===== src/rtl/tdc_counter_readout.sv =====
// Stop-pulse capture of per-channel coarse counters with sticky hit/overrun flags,
// read back as an 8-bit ready/valid byte stream (snapshot bytes or flag bytes).
module tdc_counter_readout #(
    parameter int NCH   = 8,
    parameter int CNT_W = 27,
    parameter int SEL_W = (NCH > 1) ? $clog2(NCH) : 1
) (
    input  logic                   clk,
    input  logic                   reset,
    input  logic [NCH-1:0]         tc,
    input  logic [NCH*CNT_W-1:0]   counter,
    input  logic                   rd_start,
    input  logic                   rd_flags,
    input  logic [SEL_W-1:0]       rd_ch,
    output logic [7:0]             dout,
    output logic                   dout_valid,
    output logic                   dout_last,
    input  logic                   dout_ready,
    output logic                   busy,
    output logic [NCH-1:0]         hit,
    output logic [NCH-1:0]         overrun
);
    localparam int unsigned NBYTES = (CNT_W + 7) / 8;
    localparam int unsigned NFB    = (NCH + 7) / 8;
    localparam int unsigned NFLAGB = 2 * NFB;
    localparam int unsigned SNAP_W = NBYTES * 8;
    localparam int unsigned IDX_W  = 4;
    localparam logic [IDX_W-1:0] LAST_DATA = IDX_W'(NBYTES - 1);
    localparam logic [IDX_W-1:0] LAST_FLAG = IDX_W'(NFLAGB - 1);

    typedef enum logic [1:0] {IDLE, DATA, FLAGS} state_t;

    logic [NCH-1:0]    sync1_q, sync2_q, sync3_q, stop_q;
    logic [NCH-1:0]    hit_q, hit_d, ovr_q, ovr_d, clr_vec;
    logic [SNAP_W-1:0] snap_q [NCH];
    logic [SNAP_W-1:0] snap_d [NCH];

    state_t            state_q, state_d;
    logic [IDX_W-1:0]  idx_q, idx_d;
    logic [SEL_W-1:0]  ch_q, ch_d;
    logic [7:0]        dout_q, dout_d;
    logic              valid_q, valid_d, last_q, last_d, busy_q, busy_d;

    logic              ch_ok, rd_clr;
    logic [SNAP_W-1:0] sel_snap;
    logic [NFLAGB*8-1:0] flag_vec;
    logic [7:0]        byte_v;

    if (NCH == (1 << SEL_W)) begin : g_full_sel
        assign ch_ok = 1'b1;
    end else begin : g_part_sel
        assign ch_ok = (int'(ch_q) < NCH);
    end

    assign sel_snap = ch_ok ? snap_q[ch_q] : '0;
    assign rd_clr   = (state_q == DATA) && valid_q && dout_ready && last_q && ch_ok;

    always_comb begin
        flag_vec = '0;
        flag_vec[NCH-1:0] = hit_q;
        flag_vec[NFB*8 +: NCH] = ovr_q;
    end

    always_comb begin
        byte_v = '0;
        for (int unsigned b = 0; b < NBYTES; b++) begin
            if (state_q == DATA && idx_q == b[IDX_W-1:0]) byte_v = sel_snap[b*8 +: 8];
        end
        for (int unsigned b = 0; b < NFLAGB; b++) begin
            if (state_q == FLAGS && idx_q == b[IDX_W-1:0]) byte_v = flag_vec[b*8 +: 8];
        end
    end

    // A stop coinciding with clear-on-read re-arms the channel with a fresh snapshot.
    always_comb begin
        hit_d   = hit_q;
        ovr_d   = ovr_q;
        clr_vec = '0;
        for (int unsigned i = 0; i < NCH; i++) begin
            snap_d[i]  = snap_q[i];
            clr_vec[i] = rd_clr && (ch_q == i[SEL_W-1:0]);
            if (stop_q[i]) begin
                if (!hit_q[i] || clr_vec[i]) begin
                    snap_d[i] = '0;
                    snap_d[i][CNT_W-1:0] = counter[i*CNT_W +: CNT_W];
                    hit_d[i] = 1'b1;
                end
                if (clr_vec[i])    ovr_d[i] = 1'b0;
                else if (hit_q[i]) ovr_d[i] = 1'b1;
            end else if (clr_vec[i]) begin
                hit_d[i] = 1'b0;
                ovr_d[i] = 1'b0;
            end
        end
    end

    // Request is latched in IDLE; the first byte and busy register one edge later.
    always_comb begin
        state_d = state_q;
        idx_d   = idx_q;
        ch_d    = ch_q;
        dout_d  = dout_q;
        valid_d = valid_q;
        last_d  = last_q;
        busy_d  = busy_q;
        unique case (state_q)
            IDLE: begin
                if (rd_start) begin
                    ch_d    = rd_ch;
                    idx_d   = '0;
                    state_d = rd_flags ? FLAGS : DATA;
                end
            end
            DATA, FLAGS: begin
                if (valid_q && dout_ready && last_q) begin
                    state_d = IDLE;
                    valid_d = 1'b0;
                    last_d  = 1'b0;
                    dout_d  = '0;
                    busy_d  = 1'b0;
                end else if (!valid_q || dout_ready) begin
                    dout_d  = byte_v;
                    valid_d = 1'b1;
                    last_d  = (idx_q == ((state_q == FLAGS) ? LAST_FLAG : LAST_DATA));
                    idx_d   = idx_q + 1'b1;
                    busy_d  = 1'b1;
                end
            end
            default: state_d = IDLE;
        endcase
    end

    always_ff @(posedge clk or posedge reset) begin
        if (reset) begin
            sync1_q <= '0;
            sync2_q <= '0;
            sync3_q <= '0;
            stop_q  <= '0;
            hit_q   <= '0;
            ovr_q   <= '0;
            for (int unsigned i = 0; i < NCH; i++) snap_q[i] <= '0;
            state_q <= IDLE;
            idx_q   <= '0;
            ch_q    <= '0;
            dout_q  <= '0;
            valid_q <= 1'b0;
            last_q  <= 1'b0;
            busy_q  <= 1'b0;
        end else begin
            sync1_q <= tc;
            sync2_q <= sync1_q;
            sync3_q <= sync2_q;
            stop_q  <= sync2_q & ~sync3_q;
            hit_q   <= hit_d;
            ovr_q   <= ovr_d;
            for (int unsigned i = 0; i < NCH; i++) snap_q[i] <= snap_d[i];
            state_q <= state_d;
            idx_q   <= idx_d;
            ch_q    <= ch_d;
            dout_q  <= dout_d;
            valid_q <= valid_d;
            last_q  <= last_d;
            busy_q  <= busy_d;
        end
    end

    assign dout       = dout_q;
    assign dout_valid = valid_q;
    assign dout_last  = last_q;
    assign busy       = busy_q;
    assign hit        = hit_q;
    assign overrun    = ovr_q;

endmodule

===== config.mk =====
export PLATFORM = sky130hd
export DESIGN_NAME = tdc_counter_readout
export DESIGN_NICKNAME = d
export VERILOG_FILES = /design/src/rtl/tdc_counter_readout.sv
export SDC_FILE = /design/constraint.sdc
export NUM_CORES = 1
export LEC_CHECK = 0
export BUFFER_PORTS_ARGS = -buffer_cell sky130_fd_sc_hd__buf_2
export CORE_UTILIZATION = 48
export CTS_CLUSTER_SIZE = 20
export DETAILED_ROUTE_END_ITERATION = 10
export PLACE_DENSITY_LB_ADDON = 0.3
export SLEW_MARGIN = 5
export SYNTH_ARGS = -nofsm -noshare
export SYNTH_HDL_FRONTEND = slang
export SYNTH_SLANG_ARGS = --single-unit
export TNS_END_PERCENT = 50

===== constraint.sdc =====
create_clock -name clk -period 12.14 [get_ports clk]
set_input_delay 2.428 -clock clk [delete_from_list [all_inputs] [get_ports clk]]
set_output_delay 2.428 -clock clk [all_outputs]
set_load 0.02 [all_outputs]

==> flow_metrics.py <==
metrics = {
    "synthesis": {
        "netlist.area_leader.share_pct": 56.79,
        "syn_area_per_cell_um2": 14.97,
        "netlist-cell-type-count": 49,
        "synthArstFlopShare_pct": 100.0,
        "synth.top_cells.by_area": "dfrtp_1 (57%), mux2_2 (19%), mux4_2 (9.2%)",
        "netlist_top_cells_count": "dfrtp_1 (283), mux2_2 (212), mux4_2 (51)",
        "synth_edf_count": 0,
        "yosys.area.top_type": "dfrtp_1",
        "ys_seq_area_share_pct": 56.79,
        "ys.flop_type": "dfrtp_1",
        "synth_fp_nets": 1072,
        "syn_area_um2": 12470,
        "ys_warn_count": 0,
        "yosysMostFrequentCell": "dfrtp_1",
        "synthCells": 833,
        "synth_seq_cells": 283,
    },
    "timing": {
        "max_freq_ghz": 0.2585,
        "setup_violations": 0,
        "hold_viol": 0,
        "period_needed_ns": 3.868,
        "layout_setup_ws_ns": 8.272,
        "period_share_pct": 31.86,
        "whs_ns": 0.3478,
        "rsz0062_at_grt": "false",
        "tightest_slew_ns": 0.9850,
        "tns_ns": 0,
        "clock_skew_ns": 0.009213,
        "maxSlewViolCount": 0,
        "slew_headroom_pct": 34.34,
    },
    "route": {
        "drc": 0,
        "postRouteAntennaNets": 0,
        "first_pass_iters": 4,
        "num_vias": 8124,
        "wirelength_um": 32340,
        "via_per_inst": 5.618,
        "post_drt_wl_per_cell_um": 22.37,
        "drtIter0Drc": 547,
    },
    "worst_setup_path": {
        "rrSetupSlack_ns": 8.78,
        "critPathMaxFanout": 27,
        "cp.depth": 6,
        "critical_path_buf_inv_count": 1,
        "required_ns": 12.56,
        "worst_setup_path_start_kind": "input pin",
        "crit_arrival_ns": 4.29,
        "crit_chain": "buf_2 -> and4_1 -> nand2_2 -> o21ai_1 -> nand2_2 -> mux2_1",
        "cp_slowest_cell": "nand2_2",
        "cpPeakStageDelay_ns": 0.56,
        "path_delay_family": "simple AND/OR/NAND/NOR gates",
        "cp-end-kind": "flip-flop",
        "worstSetupPathType": "in2reg",
        "r2r_end": "snap_q[48]$_DFFE_PP0P_",
        "worst_path_most_repeated_cell": "nand2_2",
        "r2r-start": "ch_q[0]$_DFFE_PP0P_",
        "ff2ff_path_depth": 6,
    },
    "global_route": {
        "grt-ovfl-total": 0,
        "grt_pass1_vias": 8375,
        "grt_start_max_net_pins": 154,
        "antenna_found_initial": 5,
        "grtUsageTotal_pct": 24.53,
        "grt_pass1_wl_um": 48840,
    },
    "die": {
        "die_h_um": 163.2,
        "die-area_um2": 26630,
        "initial_core_util_pct": 49.24,
        "coreArea_um2": 25330,
        "rows": 58,
        "die_w_um": 163.2,
        "num_io_pins": 259,
    },
    "place": {
        "placed_cell_area_um2": 14000,
        "io_buffers": 258,
        "place_ws_ns": 7.706,
        "hpwl_um": 21930,
        "gp_congestion": 0.8508,
    },
    "min_path": {
        "hp-class": "reg2reg",
        "min_path_cells": 0,
        "hold_end": "sync2_q[0]$_DFF_PP0_",
        "min_from": "sync1_q[0]$_DFF_PP0_",
    },
    "cells_and_area": {
        "n_fill_cell": 2042,
        "seqCellArea_um2": 7089,
        "drive_gt1_share_pct": 53.50,
        "multi_input_area_um2": 5104,
        "num-nets-final": 1330,
        "design_area_um2": 15080,
        "area_delta_synth_final_pct": 20.89,
    },
    "clocking": {
        "postCtsSetupBuffers": 0,
        "htreeDepth": 1,
        "cts_resized": 0,
        "cts_sinks": 283,
        "cts_made_buffers": 30,
        "cts.clk_slew.worst_paths_ns": 0.06,
        "cts_hold_buf": 0,
        "cts_tree": "yes",
        "clock_latency_ns": 0.55,
        "cts_root_buffer": "clkbuf_16",
        "cts.path.max_buffers": 3,
    },
    "status": {
        "status": "finished, final reports clean",
    },
    "power": {
        "pwr_density_cell_nw_per_um2": 201.4,
        "p_leak_nw": 6.975,
        "ir_drop_mv": 0.1360,
    },
    "run": {
        "drv_cap": 0,
    },
}
sequential cells by signal (all words and copies together), names as in the netlist:
name	count
snap_q	216
dout	8
hit	8
overrun	8
stop_q	8
sync1_q	8
sync2_q	8
sync3_q	8
idx_q	4
ch_q	3
state_q	2
busy	1
dout_last	1
stage by stage:
step                cells  util, %  power (mW)
global route         1445    59.51       3.176
finish               1446    59.52       3.037
floorplan             833        -       1.825
detailed placement   1389    55.29       2.079
CTS                  1444    59.50       3.055
global placement     1389    55.29       2.058
worst max path at each step:
stage	startpoint	end	slack, ns
detailed placement	dout_ready	snap_q[39]$_DFFE_PP0P_	7.71
CTS	dout_ready	snap_q[39]$_DFFE_PP0P_	8.27
global route	dout_ready	snap_q[18]$_DFFE_PP0P_	8.19
finish	dout_ready	snap_q[39]$_DFFE_PP0P_	8.27
global placement	dout_ready	snap_q[38]$_DFFE_PP0P_	7.78
floorplan	reset	busy$_DFFE_PP0P_	1.90
cells by family after synthesis:
logic type	count (synthesis)	share of synthesized area [%]
mux	290	30.72
simple gates	117	4.555
xor+xnor	3	0.2107
compound gates	85	4.736
fa+ha+maj	7	0.7023
flops	283	56.79
buf+inv	48	2.287
layer usage:
metal  global-route usage (%)  wire length [um]  vias to the layer above
li1                         -                 -                     3579
met1                    33.99             13810                     4223
met2                    39.68             15880                      260
met3                    4.698              1974                       58
met4                    6.500               656                        4
met5                        0                25                        -
worst reg2reg max path, delay by kind of cell, from the launching register on:
family | cells | cell delay [ns]
AOI/OAI and AO/OA | 1 | 0.10
buffers and inverters | 2 | 1.08
DFF | 1 | 0.78
muxes | 1 | 0.44
and+or+nand+nor | 2 | 0.85
cell type report:
class	count	area share (%)
inverter	9	0.2739
timing repair buffer	265	8.997
clock buffer	46	6.117
multi-input combinational	502	33.85
tap	330	2.739
sequential	283	47.02
antenna	2	0.03320
clock inverter	9	0.9627
report_power, final:
part / switching (mW) / internal, mW / leakage [nW]
clock: 0.373 / 0.604 / 0.530
sequential: 0.131 / 1.09 / 3.45
combinational: 0.413 / 0.423 / 3.00
total: 0.917 / 2.12 / 6.98
placed cells by master (no fill, tap or decap), types with 6 or more instances in the layout:
cell type / count
a21oi_1: 18
a22o_1: 7
a22oi_1: 8
buf_2: 258
buf_4: 6
clkbuf_1: 6
clkbuf_16: 31
clkbuf_8: 9
dfrtp_1: 281
ha_1: 7
inv_1: 7
mux2_1: 7
mux2_2: 212
mux2i_1: 19
mux4_2: 51
nand2_1: 27
nand2_2: 10
nand2b_1: 10
nand3_1: 10
nor2_1: 35
nor2b_1: 13
o21ai_0: 18
Note: power is estimated with default switching activity, not from simulation.
